$ cat src/rtl/mips_pkg.sv
// Shared encodings for the multi-cycle MIPS control: opcodes, FSM states,
// ALU-op codes, mux selects and the bundled control word.
package mips_pkg;

  localparam logic [5:0] OP_RTYPE = 6'h00;
  localparam logic [5:0] OP_J     = 6'h02;
  localparam logic [5:0] OP_JAL   = 6'h03;
  localparam logic [5:0] OP_BEQ   = 6'h04;
  localparam logic [5:0] OP_ADDI  = 6'h08;
  localparam logic [5:0] OP_ORI   = 6'h0D;
  localparam logic [5:0] OP_LW    = 6'h23;
  localparam logic [5:0] OP_SW    = 6'h2B;
  localparam logic [5:0] FN_JR    = 6'h08;

  localparam logic [2:0] ALU_ADD   = 3'b000;
  localparam logic [2:0] ALU_SUB   = 3'b001;
  localparam logic [2:0] ALU_RTYPE = 3'b010;
  localparam logic [2:0] ALU_OR    = 3'b100;

  localparam logic [1:0] DST_RT  = 2'd0;
  localparam logic [1:0] DST_RD  = 2'd1;
  localparam logic [1:0] DST_RA  = 2'd2;
  localparam logic [1:0] WB_ALU  = 2'd0;
  localparam logic [1:0] WB_MDR  = 2'd1;
  localparam logic [1:0] WB_PC   = 2'd2;
  localparam logic [1:0] SRCB_B    = 2'd0;
  localparam logic [1:0] SRCB_FOUR = 2'd1;
  localparam logic [1:0] SRCB_IMM  = 2'd2;
  localparam logic [1:0] SRCB_BOFF = 2'd3;
  localparam logic [1:0] PCS_ALU    = 2'd0;
  localparam logic [1:0] PCS_ALUOUT = 2'd1;
  localparam logic [1:0] PCS_JUMP   = 2'd2;
  localparam logic [1:0] PCS_REG    = 2'd3;

  typedef enum logic [3:0] {
    S_FETCH  = 4'd0,
    S_DECODE = 4'd1,
    S_MEMADR = 4'd2,
    S_MEMRD  = 4'd3,
    S_MEMWB  = 4'd4,
    S_MEMWR  = 4'd5,
    S_EXEC   = 4'd6,
    S_RWB    = 4'd7,
    S_IEXEC  = 4'd8,
    S_IWB    = 4'd9,
    S_BRANCH = 4'd10,
    S_JUMP   = 4'd11,
    S_JR     = 4'd12,
    S_HALTED = 4'd13
  } state_e;

  typedef struct packed {
    logic       pc_write;
    logic       pc_write_cond;
    logic       i_or_d;
    logic       mem_read;
    logic       mem_write;
    logic       ir_write;
    logic [1:0] reg_dst;
    logic [1:0] mem_to_reg;
    logic       reg_write;
    logic       alu_src_a;
    logic [1:0] alu_src_b;
    logic [2:0] alu_op;
    logic [1:0] pc_source;
    logic       instr_done;
  } ctrl_t;

  function automatic logic is_known_op(input logic [5:0] op);
    return (op == OP_RTYPE) || (op == OP_J)   || (op == OP_JAL) ||
           (op == OP_BEQ)   || (op == OP_ADDI) || (op == OP_ORI) ||
           (op == OP_LW)    || (op == OP_SW);
  endfunction

endpackage

$ cat src/rtl/multicycle_control_next_state.sv
// Combinational next-state logic for the multi-cycle control FSM.
import mips_pkg::*;

module mc_next_state (
  input  state_e     state_i,
  input  logic [5:0] opcode_i,
  input  logic [5:0] funct_i,
  input  logic       halt_req_i,
  output state_e     next_o
);

  always_comb begin
    next_o = S_FETCH;
    case (state_i)
      S_FETCH:  next_o = halt_req_i ? S_HALTED : S_DECODE;
      S_DECODE: begin
        case (opcode_i)
          OP_LW, OP_SW:    next_o = S_MEMADR;
          OP_RTYPE:        next_o = (funct_i == FN_JR) ? S_JR : S_EXEC;
          OP_BEQ:          next_o = S_BRANCH;
          OP_ADDI, OP_ORI: next_o = S_IEXEC;
          OP_J, OP_JAL:    next_o = S_JUMP;
          default:         next_o = S_FETCH;
        endcase
      end
      S_MEMADR: begin
        if (opcode_i == OP_LW)      next_o = S_MEMRD;
        else if (opcode_i == OP_SW) next_o = S_MEMWR;
        else                        next_o = S_FETCH;
      end
      S_MEMRD:  next_o = S_MEMWB;
      S_EXEC:   next_o = S_RWB;
      S_IEXEC:  next_o = S_IWB;
      S_HALTED: next_o = S_HALTED;
      default:  next_o = S_FETCH;
    endcase
  end

endmodule

$ cat src/rtl/multicycle_control.sv
// Multi-cycle MIPS control: state register, per-state control decode and
// cycle/instruction counters.
import mips_pkg::*;

module multicycle_control #(
  parameter int CNT_W   = 32,
  parameter int ALUOP_W = 3
) (
  input  logic               clk_i,
  input  logic               rst_i,
  input  logic [5:0]         opcode_i,
  input  logic [5:0]         funct_i,
  input  logic               zero_i,
  input  logic               halt_req_i,
  output logic               pc_write_o,
  output logic               pc_write_cond_o,
  output logic               i_or_d_o,
  output logic               mem_read_o,
  output logic               mem_write_o,
  output logic               ir_write_o,
  output logic [1:0]         reg_dst_o,
  output logic [1:0]         mem_to_reg_o,
  output logic               reg_write_o,
  output logic               alu_src_a_o,
  output logic [1:0]         alu_src_b_o,
  output logic [ALUOP_W-1:0] alu_op_o,
  output logic [1:0]         pc_source_o,
  output logic [3:0]         state_o,
  output logic               instr_done_o,
  output logic               halted_o,
  output logic [CNT_W-1:0]   cycle_count_o,
  output logic [CNT_W-1:0]   instr_count_o
);

  state_e           state_q, state_d;
  ctrl_t            ctl, ctl_gated;
  logic [CNT_W-1:0] cycle_count_q, cycle_count_d;
  logic [CNT_W-1:0] instr_count_q, instr_count_d;

  mc_next_state u_next (
    .state_i    (state_q),
    .opcode_i   (opcode_i),
    .funct_i    (funct_i),
    .halt_req_i (halt_req_i),
    .next_o     (state_d)
  );

  always_ff @(posedge clk_i) begin
    if (rst_i) begin
      state_q       <= S_FETCH;
      cycle_count_q <= '0;
      instr_count_q <= '0;
    end else begin
      state_q       <= state_d;
      cycle_count_q <= cycle_count_d;
      instr_count_q <= instr_count_d;
    end
  end

  always_comb begin
    ctl = '0;
    case (state_q)
      S_FETCH: begin
        ctl.alu_src_b = SRCB_FOUR;
        ctl.alu_op    = ALU_ADD;
        ctl.pc_source = PCS_ALU;
        // a pending halt abandons the fetch so PC and IR stay on the last instruction
        if (!halt_req_i) begin
          ctl.mem_read = 1'b1;
          ctl.ir_write = 1'b1;
          ctl.pc_write = 1'b1;
        end
      end
      S_DECODE: begin
        ctl.alu_src_b  = SRCB_BOFF;
        ctl.alu_op     = ALU_ADD;
        ctl.instr_done = !is_known_op(opcode_i);
      end
      S_MEMADR: begin
        ctl.alu_src_a = 1'b1;
        ctl.alu_src_b = SRCB_IMM;
        ctl.alu_op    = ALU_ADD;
      end
      S_MEMRD: begin
        ctl.mem_read = 1'b1;
        ctl.i_or_d   = 1'b1;
      end
      S_MEMWB: begin
        ctl.reg_write  = 1'b1;
        ctl.reg_dst    = DST_RT;
        ctl.mem_to_reg = WB_MDR;
        ctl.instr_done = 1'b1;
      end
      S_MEMWR: begin
        ctl.mem_write  = 1'b1;
        ctl.i_or_d     = 1'b1;
        ctl.instr_done = 1'b1;
      end
      S_EXEC: begin
        ctl.alu_src_a = 1'b1;
        ctl.alu_src_b = SRCB_B;
        ctl.alu_op    = ALU_RTYPE;
      end
      S_RWB: begin
        ctl.reg_write  = 1'b1;
        ctl.reg_dst    = DST_RD;
        ctl.mem_to_reg = WB_ALU;
        ctl.instr_done = 1'b1;
      end
      S_IEXEC: begin
        ctl.alu_src_a = 1'b1;
        ctl.alu_src_b = SRCB_IMM;
        ctl.alu_op    = (opcode_i == OP_ORI) ? ALU_OR : ALU_ADD;
      end
      S_IWB: begin
        ctl.reg_write  = 1'b1;
        ctl.reg_dst    = DST_RT;
        ctl.mem_to_reg = WB_ALU;
        ctl.instr_done = 1'b1;
      end
      S_BRANCH: begin
        ctl.alu_src_a     = 1'b1;
        ctl.alu_src_b     = SRCB_B;
        ctl.alu_op        = ALU_SUB;
        ctl.pc_write_cond = 1'b1;
        ctl.pc_source     = PCS_ALUOUT;
        ctl.instr_done    = 1'b1;
      end
      S_JUMP: begin
        ctl.pc_write   = 1'b1;
        ctl.pc_source  = PCS_JUMP;
        ctl.instr_done = 1'b1;
        // PC already holds the return address from FETCH
        if (opcode_i == OP_JAL) begin
          ctl.reg_write  = 1'b1;
          ctl.reg_dst    = DST_RA;
          ctl.mem_to_reg = WB_PC;
        end
      end
      S_JR: begin
        ctl.pc_write   = 1'b1;
        ctl.pc_source  = PCS_REG;
        ctl.instr_done = 1'b1;
      end
      default: ctl = '0;
    endcase
  end

  // nothing strobes while reset is held, whatever state we were in
  assign ctl_gated = rst_i ? '0 : ctl;

  always_comb begin
    cycle_count_d = cycle_count_q;
    instr_count_d = instr_count_q;
    if (state_q != S_HALTED) cycle_count_d = cycle_count_q + 1'b1;
    if (ctl.instr_done)      instr_count_d = instr_count_q + 1'b1;
  end

  assign pc_write_o      = ctl_gated.pc_write;
  assign pc_write_cond_o = ctl_gated.pc_write_cond;
  assign i_or_d_o        = ctl_gated.i_or_d;
  assign mem_read_o      = ctl_gated.mem_read;
  assign mem_write_o     = ctl_gated.mem_write;
  assign ir_write_o      = ctl_gated.ir_write;
  assign reg_dst_o       = ctl_gated.reg_dst;
  assign mem_to_reg_o    = ctl_gated.mem_to_reg;
  assign reg_write_o     = ctl_gated.reg_write;
  assign alu_src_a_o     = ctl_gated.alu_src_a;
  assign alu_src_b_o     = ctl_gated.alu_src_b;
  assign alu_op_o        = ALUOP_W'(ctl_gated.alu_op);
  assign pc_source_o     = ctl_gated.pc_source;
  assign instr_done_o    = ctl_gated.instr_done;
  assign state_o         = state_q;
  assign halted_o        = (state_q == S_HALTED);
  assign cycle_count_o   = cycle_count_q;
  assign instr_count_o   = instr_count_q;

  // zero only gates the PC load in the datapath, not the sequencing
  logic unused_zero;
  assign unused_zero = zero_i;

endmodule
$ cat config.mk
export PLATFORM = sky130hd
export DESIGN_NAME = multicycle_control
export DESIGN_NICKNAME = d
export VERILOG_FILES = /design/src/rtl/mips_pkg.sv /design/src/rtl/multicycle_control_next_state.sv /design/src/rtl/multicycle_control.sv
export SDC_FILE = /design/constraint.sdc
export NUM_CORES = 1
export LEC_CHECK = 0
export CORE_ASPECT_RATIO = 1.75
export CORE_MARGIN = 2
export CORE_UTILIZATION = 49
export CTS_CLUSTER_DIAMETER = 40
export DETAILED_ROUTE_END_ITERATION = 7
export HOLD_SLACK_MARGIN = 0.03
export PLACE_DENSITY = 0.81
export SYNTH_ARGS = -nofsm -noshare
export SYNTH_HDL_FRONTEND = slang
export SYNTH_SLANG_ARGS = --single-unit
export TNS_END_PERCENT = 30
$ cat constraint.sdc
create_clock -name clk_i -period 2.44 [get_ports clk_i]
set_clock_uncertainty 0.1 [all_clocks]
set_input_delay 0.366 -clock clk_i [delete_from_list [all_inputs] [get_ports clk_i]]
set_output_delay 0.366 -clock clk_i [all_outputs]
set_load 0.02 [all_outputs]
==> impl_metrics.csv, run 1 <==
group,metric,value,unit
yosys,postSynthCellCount,485,
timing,rsz0062_at_grt,"no",
setup_path,critical_path_depth,4,
setup_path,nature_of_the_critical_path_endpoint,"primary output",
setup_path,critical_path.top_delay_family,"buffers and inverters",
yosys,ys_dominant_reg_cell,"dfxtp_1",
die,coreArea,7860,µm²
grt,vias_in_the_first_global_route,3736,
die,num_rows,43,
route,drt_pass1_iterations,5,
grt,grt_max_degree,62,
power,standby_leakage_power,1.99,nW
finish,area_growth_syn_to_layout,39.0,%
setup_path,crit_required,1970,ps
hold_path,min_delay_src,"instr_count_o[31]$_SDFFE_PP0P_",
cts,tritoncts_clock_tree,"yes",
hold_path,worstHoldPathType,"register to register",
setup_path,critical_path.startpoint_type,"register",
finish,fillers,632,
cts,clock_tree.htree_level_count,3,
route,detail_route.drc_violations,0,
finish,post_layout_nets,614,
timing,worst_slew_pin_slew,549,ps
setup_path,ff_to_ff_start,"state_o[2]$_SDFF_PP0_",
cts,tritoncts_num_sinks,68,
die,dieWidth,71.8,µm
cts,cts.root.buffer_cell,"clkbuf_16",
cts,worst_skew_pair.late_latency,330,ps
route,route.vias.total,4084,
route,route.detailed.wl_per_inst,15.2,µm
job,drv_cap,0,
setup_path,critical_path_class,"register to primary output",
route,avgViaCountPerCell,5.91,
cts,cts.path.max_buffers,2,
setup_path,crit_path_max_fanout,9,
placed_design,routabilityCongestion,0.921,
power,total_design_power,3.11,mW
route,antenna_left,0,
die,ioPinCount,105,
finish,fin_cells,691,
power,ir_drop,0.000498,V
route,wl_met2,5.71,mm
die,floorplan.initialDensity,50.2,%
yosys,synth.most_common_cell,"dfxtp_1",
route,postRouteWirelength,10.5,mm
yosys,postSynthRegisterBits,68,
die,dieHeight,123,µm
finish,antenna-diode-count,0,
yosys,synth-seq-area-share,34.5,%
timing,maxSlewViolCount,0,
yosys,yosysTopAreaCellShare,34.5,%
finish,drive_gt1_share,13.6,%
grt,grt_overflow,0,
placed_design,placed_cells_incl_taps,675,
yosys,synth-warning-count,0,
setup_path,timing.critical_path.cells,"buf_4 -> buf_4 -> nor4_1 -> clkdlybuf4s50_1",
grt,grt_first_pass_wirelength,17.1,mm
timing,worst_slew_margin_rel,63.4,%
timing,hold_violations,0,
timing,finalCritPeriodShare,99.0,%
route,detailedRoute.firstIterationViolations,223,
power,power-per-cell-area,568,nW/µm²
hold_path,worstHoldPathCells,2,
yosys,synthDominantAreaCellType,"dfxtp_1",
yosys,synth-edff-count,0,
placed_design,io_buffers,103,
yosys,synthTopCellsByArea,"dfxtp_1 35%, nor2_1 5.1%, a21oi_1 4.8%",
setup_path,critPathMostFrequentCell,"buf_4",
timing,period_minus_slack,2420,ps
timing,fmaxAchievable,0.414,GHz
yosys,async_flop_share,0,%
cts,cts_made_buffers,9,
grt,grt_antenna_before_repair,0,
finish,final_core_utilization,69.8,%
setup_path,critPathSlowestCell,"clkdlybuf4s50_1",
route,metal3_wl,395,µm
timing,finalSetupViolations,0,
yosys,syn_area,3950,µm²
cts,post-cts-setup-buffers,0,
die,die_area,8810,µm²
yosys,mapped_avg_cell_area,8.13,µm²
yosys,syn_nets,503,
setup_path,r2r_slack,190,ps
timing,setup-tns-final,0,ps
cts,cts.reportedPaths.clkPinSlew,60,ps
route,routed.top_layer,"met4",
outcome,status,"completed",
route,m1WireLength,4.10,mm
setup_path,worst-path-buf-inv,3,
yosys,netlist-cell-type-count,59,
setup_path,reg2regPathDepth,8,
yosys,commonest_cells_in_the_netlist,"68 x dfxtp_1, 54 x nor2_1, 38 x a21oi_1, 28 x nand2_1, 28 x nand3_1",
setup_path,worst_path_largest_cell_delay,660,ps
grt,gr_util_all_layers,24.1,%
hold_path,hold-path-endpoint,"instr_count_o[31]$_SDFFE_PP0P_",
setup_path,cp.arrival,1950,ps
setup_path,worstReg2RegEnd,"instr_count_o[29]$_SDFFE_PP0P_",
placed_design,dp_hpwl,7.66,mm
[repair_timing]
item	4_1_cts	5_1_grt
setup endpoints to repair	23	31
hold buffers	0	0
hold endpoints to repair	0	0
resized for setup	29	15
pin swaps	0	1
[worst reg2reg max path: stages (launching register included)]
cell	delay, ps
dfxtp_2	380
buf_4	210
xor2_2	160
buf_4	130
o21a_2	180
nand2_2	150
buf_4	220
or4_1	480
a21oi_1	160
[through the flow]
step	cell area [µm²]	setup slack [ps]	hold WS (ps)
floorplan	3950	-40.2	366
global placement	5120	-358	370
detailed placement	5120	-412	377
CTS	5450	-61.4	382
global route	5480	3.17	400
finish	5480	24.7	380
[sequential cells by signal, indices dropped and copies added (netlist names)]
name / count
instr_count_o: 32
cycle_count_o: 32
state_o: 4
[how the worst max path moves through the flow]
stage,startpoint,endpoint
2_1_floorplan,state_o[3]$_SDFF_PP0_,instr_done_o
3_3_place_gp,opcode_i[1],instr_count_o[17]$_SDFFE_PP0P_
3_5_place_dp,opcode_i[1],instr_count_o[17]$_SDFFE_PP0P_
4_1_cts,opcode_i[1],instr_done_o
5_1_grt,state_o[2]$_SDFF_PP0_,alu_src_b_o[0]
6_report,state_o[2]$_SDFF_PP0_,alu_src_b_o[0]
[area by class of cell]
| cell class | instances | area, µm² | area share (%) |
|---|---|---|---|
| tap | 90 | 113 | 2.05 |
| timing repair buffer | 135 | 1260 | 23.1 |
| multi-input combinational | 373 | 2380 | 43.4 |
| sequential | 68 | 1370 | 24.9 |
| clock buffer | 10 | 239 | 4.36 |
| clock inverter | 6 | 87.6 | 1.60 |
| inverter | 9 | 33.8 | 0.616 |
[layer usage]
layer / GRT usage, % / vias to the layer above
met3: 4.93 / 20
met1: 26.3 / 1932
met5: 0 / -
li1: - / 2019
met4: 9.67 / 0
met2: 44.6 / 113
[cell families (layout without fill, tap and decap cells)]
logic type / Yosys count / in the layout / synth area share, %
AOI/OAI and AO/OA: 94 / 94 / 15.6
DFF: 68 / 68 / 34.5
and+or+nand+nor: 241 / 241 / 34.7
adders and majority gates: 2 / 2 / 0.634
buffers and inverters: 44 / 160 / 5.93
xor gates and xnor gates: 32 / 32 / 7.29
muxes: 4 / 4 / 1.40
[where the power goes]
group	internal, mW	total (mW)	switching, mW
clock network	0.920	1.41	0.487
registers	1.13	1.17	0.0381
logic	0.230	0.534	0.304
total	2.28	3.11	0.830
[placed cells by master, fill, tap and decap left out, drive strengths merged, types with 3 or more instances in the layout]
cell           Yosys  layout
clkinvlp           0       3
nor2              54      54
o21ai             15      15
nor2b              6       6
nor4               7       7
or2                4       4
dfxtp             68      68
dlygate4sd2        0       9
or3                9       9
nand3             28      28
nor3              21      21
buf               16      35
dlymetal6s2s       0       5
nand2b             7       7
clkdlybuf4s50      0      83
nor3b              3       3
and3              11      11
mux2               3       3
and4               8       8
xor2              18      18
and2               3       3
a211o              4       4
o31ai             24      24
a21oi             38      38
xnor2             14      14
nand4             21      21
clkbuf            19      10
clkdlybuf4s15      0       3
or4               24      24
nand2             28      28
inv                9       9
No activity file was read; power rests on OpenSTA's default activity.
==> run 2, diff against run 1 <==
--- a/config.mk
+++ b/config.mk
@@ -12,7 +12,9 @@
 export DETAILED_ROUTE_END_ITERATION = 7
 export HOLD_SLACK_MARGIN = 0.03
 export PLACE_DENSITY = 0.81
+export SKIP_CTS_REPAIR_TIMING = 1
 export SYNTH_ARGS = -nofsm -noshare
 export SYNTH_HDL_FRONTEND = slang
+export SYNTH_HIERARCHICAL = 1
 export SYNTH_SLANG_ARGS = --single-unit
 export TNS_END_PERCENT = 30
==> run 2 against run 1 <==
Net effect:
- sequential power about the same
- total power increased by 2.4%
- synthesized cell count decreased by 3.1%
- maximum frequency about the same
- count of clock-buffer cells in the layout increased by 1
- global-route usage increased by 0.39 points
- die area decreased by 3.2%
- setup slack about the same
- cell count decreased by 0.87%
- worst hold slack got worse by 26 ps
- critical path depth increased by 6
==> impl_metrics.csv, run 2 <==
group,metric,value,unit
yosys,synthDominantAreaCellType,"dfxtp_1",
die,dieWidth,70.7,µm
die,die_area,8530,µm²
route,avgViaCountPerCell,5.90,
die,dieHeight,121,µm
yosys,mapped_avg_cell_area,8.11,µm²
hold_path,worstHoldPathType,"input port to register",
setup_path,critical_path.startpoint_type,"input port",
grt,grt_antenna_before_repair,0,
yosys,post_synth_mux_area_share,0.821,%
setup_path,critPathSlowestCell,"or4_1",
placed_design,io_buffers,103,
route,antenna_left,0,
die,ioPinCount,105,
power,standby_leakage_power,2.04,nW
yosys,yosys.area_share.simple,35.8,%
yosys,syn_nets,488,
finish,fin_cells,685,
cts,tritoncts_clock_tree,"yes",
yosys,ys_dominant_reg_cell,"dfxtp_1",
timing,maxSlewViolCount,0,
timing,rsz0062_at_grt,"yes",
yosys,commonest_cells_in_the_netlist,"68 x dfxtp_1, 44 x nor2_1, 40 x a21oi_1, 31 x nand2_1, 28 x nand3_1",
cts,cts.path.max_buffers,2,
yosys,netlist-cell-type-count,55,
timing,worst_slew_pin_slew,522,ps
placed_design,placed_cells_incl_taps,667,
grt,grt_first_pass_wirelength,17.0,mm
cts,cts.reportedPaths.clkPinSlew,50,ps
yosys,syn_area,3810,µm²
route,route.detailed.wl_per_inst,15.7,µm
yosys,synth.most_common_cell,"dfxtp_1",
cts,cts_made_buffers,9,
cts,cts.root.buffer_cell,"clkbuf_16",
setup_path,nature_of_the_critical_path_endpoint,"register",
yosys,yosys.area_share.adder,0.657,%
placed_design,placed_cell_area,5100,µm²
outcome,status,"completed",
route,postRouteWirelength,10.7,mm
timing,finalCritPeriodShare,99.0,%
finish,layout_common_cells,"91 x clkdlybuf4s50_1, 65 x dfxtp_1, 44 x nor2_1, 35 x a21oi_1, 35 x buf_4",
route,detail_route.drc_violations,0,
setup_path,critPathMostFrequentCell,"buf_4",
placed_design,dp_hpwl,7.65,mm
timing,fmaxAchievable,0.414,GHz
die,floorplan.initialDensity,50.4,%
setup_path,crit_required,2600,ps
finish,fillers,602,
setup_path,timing.critical_path.cells,"clkdlybuf4s50_1 -> buf_4 -> and3b_1 -> o31ai_1 -> buf_4 -> o211a_4 -> buf_4 -> buf_12 -> or4_1 -> a21oi_2",
power,ir_drop,0.000368,V
setup_path,critical_path_class,"input port to register",
power,total_design_power,3.19,mW
setup_path,cp.arrival,2580,ps
finish,area_growth_syn_to_layout,44.6,%
finish,final_instance_area,5510,µm²
die,coreArea,7570,µm²
yosys,yosysTopAreaCellShare,35.7,%
yosys,async_flop_share,0,%
route,detailedRoute.firstIterationViolations,252,
grt,grt_overflow,0,
power,power-per-cell-area,579,nW/µm²
route,drt_pass1_iterations,4,
timing,hold_violations,0,
placed_design,routabilityCongestion,0.939,
yosys,synth-warning-count,6,
finish,final_common_cell,"clkdlybuf4s50_1",
cts,clock_tree.htree_level_count,3,
yosys,synthTopCellsByArea,"dfxtp_1 36%, xor2_1 6.2%, a21oi_1 5.3%",
timing,period_minus_slack,2410,ps
setup_path,crit_path_max_fanout,25,
timing,finalSetupViolations,0,
cts,worst_skew_pair.late_latency,330,ps
yosys,synth-edff-count,0,
timing,worst_slew_margin_rel,64.9,%
yosys,synth_top_family_by_area,"simple AND/OR/NAND/NOR gates",
yosys,compound_cell_area_share_of_the_yosys_netlist,15.5,%
route,route.vias.total,4039,
die,num_rows,42,
cts,tritoncts_num_sinks,68,
yosys,postSynthRegisterBits,68,
finish,drive_gt1_share,15.2,%
yosys,synth-seq-area-share,35.7,%
setup_path,worst_path_largest_cell_delay,540,ps
yosys,synth_xor_area_share,7.12,%
grt,grt_max_degree,51,
yosys,postSynthCellCount,470,
finish,post_layout_nets,610,
job,drv_cap,0,
grt,gr_util_all_layers,24.5,%
finish,antenna-diode-count,0,
grt,vias_in_the_first_global_route,3767,
[run 2: cell families (layout without fill, tap and decap cells)]
| group | count (synthesis) | in the layout |
|---|---|---|
| adder cells (fa/ha/maj) | 2 | 2 |
| AO/OA/AOI/OAI | 96 | 96 |
| buffers and inverters | 36 | 163 |
| multiplexers | 3 | 3 |
| AND/OR/NAND/NOR | 234 | 234 |
| flip-flops | 68 | 68 |
| XOR/XNOR | 31 | 31 |
[run 2: metrics by stage]
stage	worst slack (ps)	utilization, %	setup TNS, ps	hold slack, ps
finish	25.0	72.8	0	354
global route	-41.1	72.8	-158	371
CTS	-360	71.8	-3060	348
detailed placement	-352	67.4	-7310	383
global placement	-356	67.4	-6700	365
floorplan	4.30	-	0	451
[run 2: power breakdown]
group          internal, mW  switching (mW)
clock                 0.951           0.478
sequential             1.13          0.0446
combinational         0.269           0.313
total                  2.35           0.835
[run 2: layout make-up]
type | instances | area [µm²] | area share (%)
Clock inverter | 5 | 83.8 | 1.52
Timing Repair Buffer | 140 | 1330 | 24.2
Multi-Input combinational cell | 366 | 2340 | 42.4
Inverter | 7 | 26.3 | 0.477
Clock buffer | 11 | 253 | 4.59
Sequential cell | 68 | 1370 | 24.8
Tap cell | 88 | 110 | 2.00
[run 2: final timing paths]
path | startpoint | endpoint | slack (ps) | depth (start not counted)
hold / removal | rst_i | instr_count_o[13]$_SDFFE_PP0P_ | 350 | 3
setup reg to reg | instr_count_o[3]$_SDFFE_PP0P_ | instr_count_o[24]$_SDFFE_PP0P_ | 190 | 5
hold reg to reg | instr_count_o[31]$_SDFFE_PP0P_ | instr_count_o[31]$_SDFFE_PP0P_ | 390 | 2
setup / recovery | opcode_i[2] | instr_count_o[29]$_SDFFE_PP0P_ | 30 | 10
[run 2: metal layers]
layer / track usage [%] / vias to the layer above / wire length [µm]
met4: 14.9 / 0 / 319
met3: 3.17 / 23 / 432
met1: 24.6 / 1915 / 3920
li1: - / 1980 / -
met5: 0 / - / 0
met2: 46.6 / 121 / 6060
[run 2: critical path, delay by kind of cell]
family	cells	cell delay, ps
AOI/OAI and AO/OA	3	440
and+or+nand+nor	2	700
buffers and inverters	5	1060
==> run 3, diff against run 2 <==
--- a/config.mk
+++ b/config.mk
@@ -13,6 +13,7 @@
 export HOLD_SLACK_MARGIN = 0.03
 export PLACE_DENSITY = 0.81
 export SKIP_CTS_REPAIR_TIMING = 1
+export SLEW_MARGIN = 40
 export SYNTH_ARGS = -nofsm -noshare
 export SYNTH_HDL_FRONTEND = slang
 export SYNTH_HIERARCHICAL = 1
==> results of run 3 <==
Final layout, timing and power as in run 2 (identical DEF).
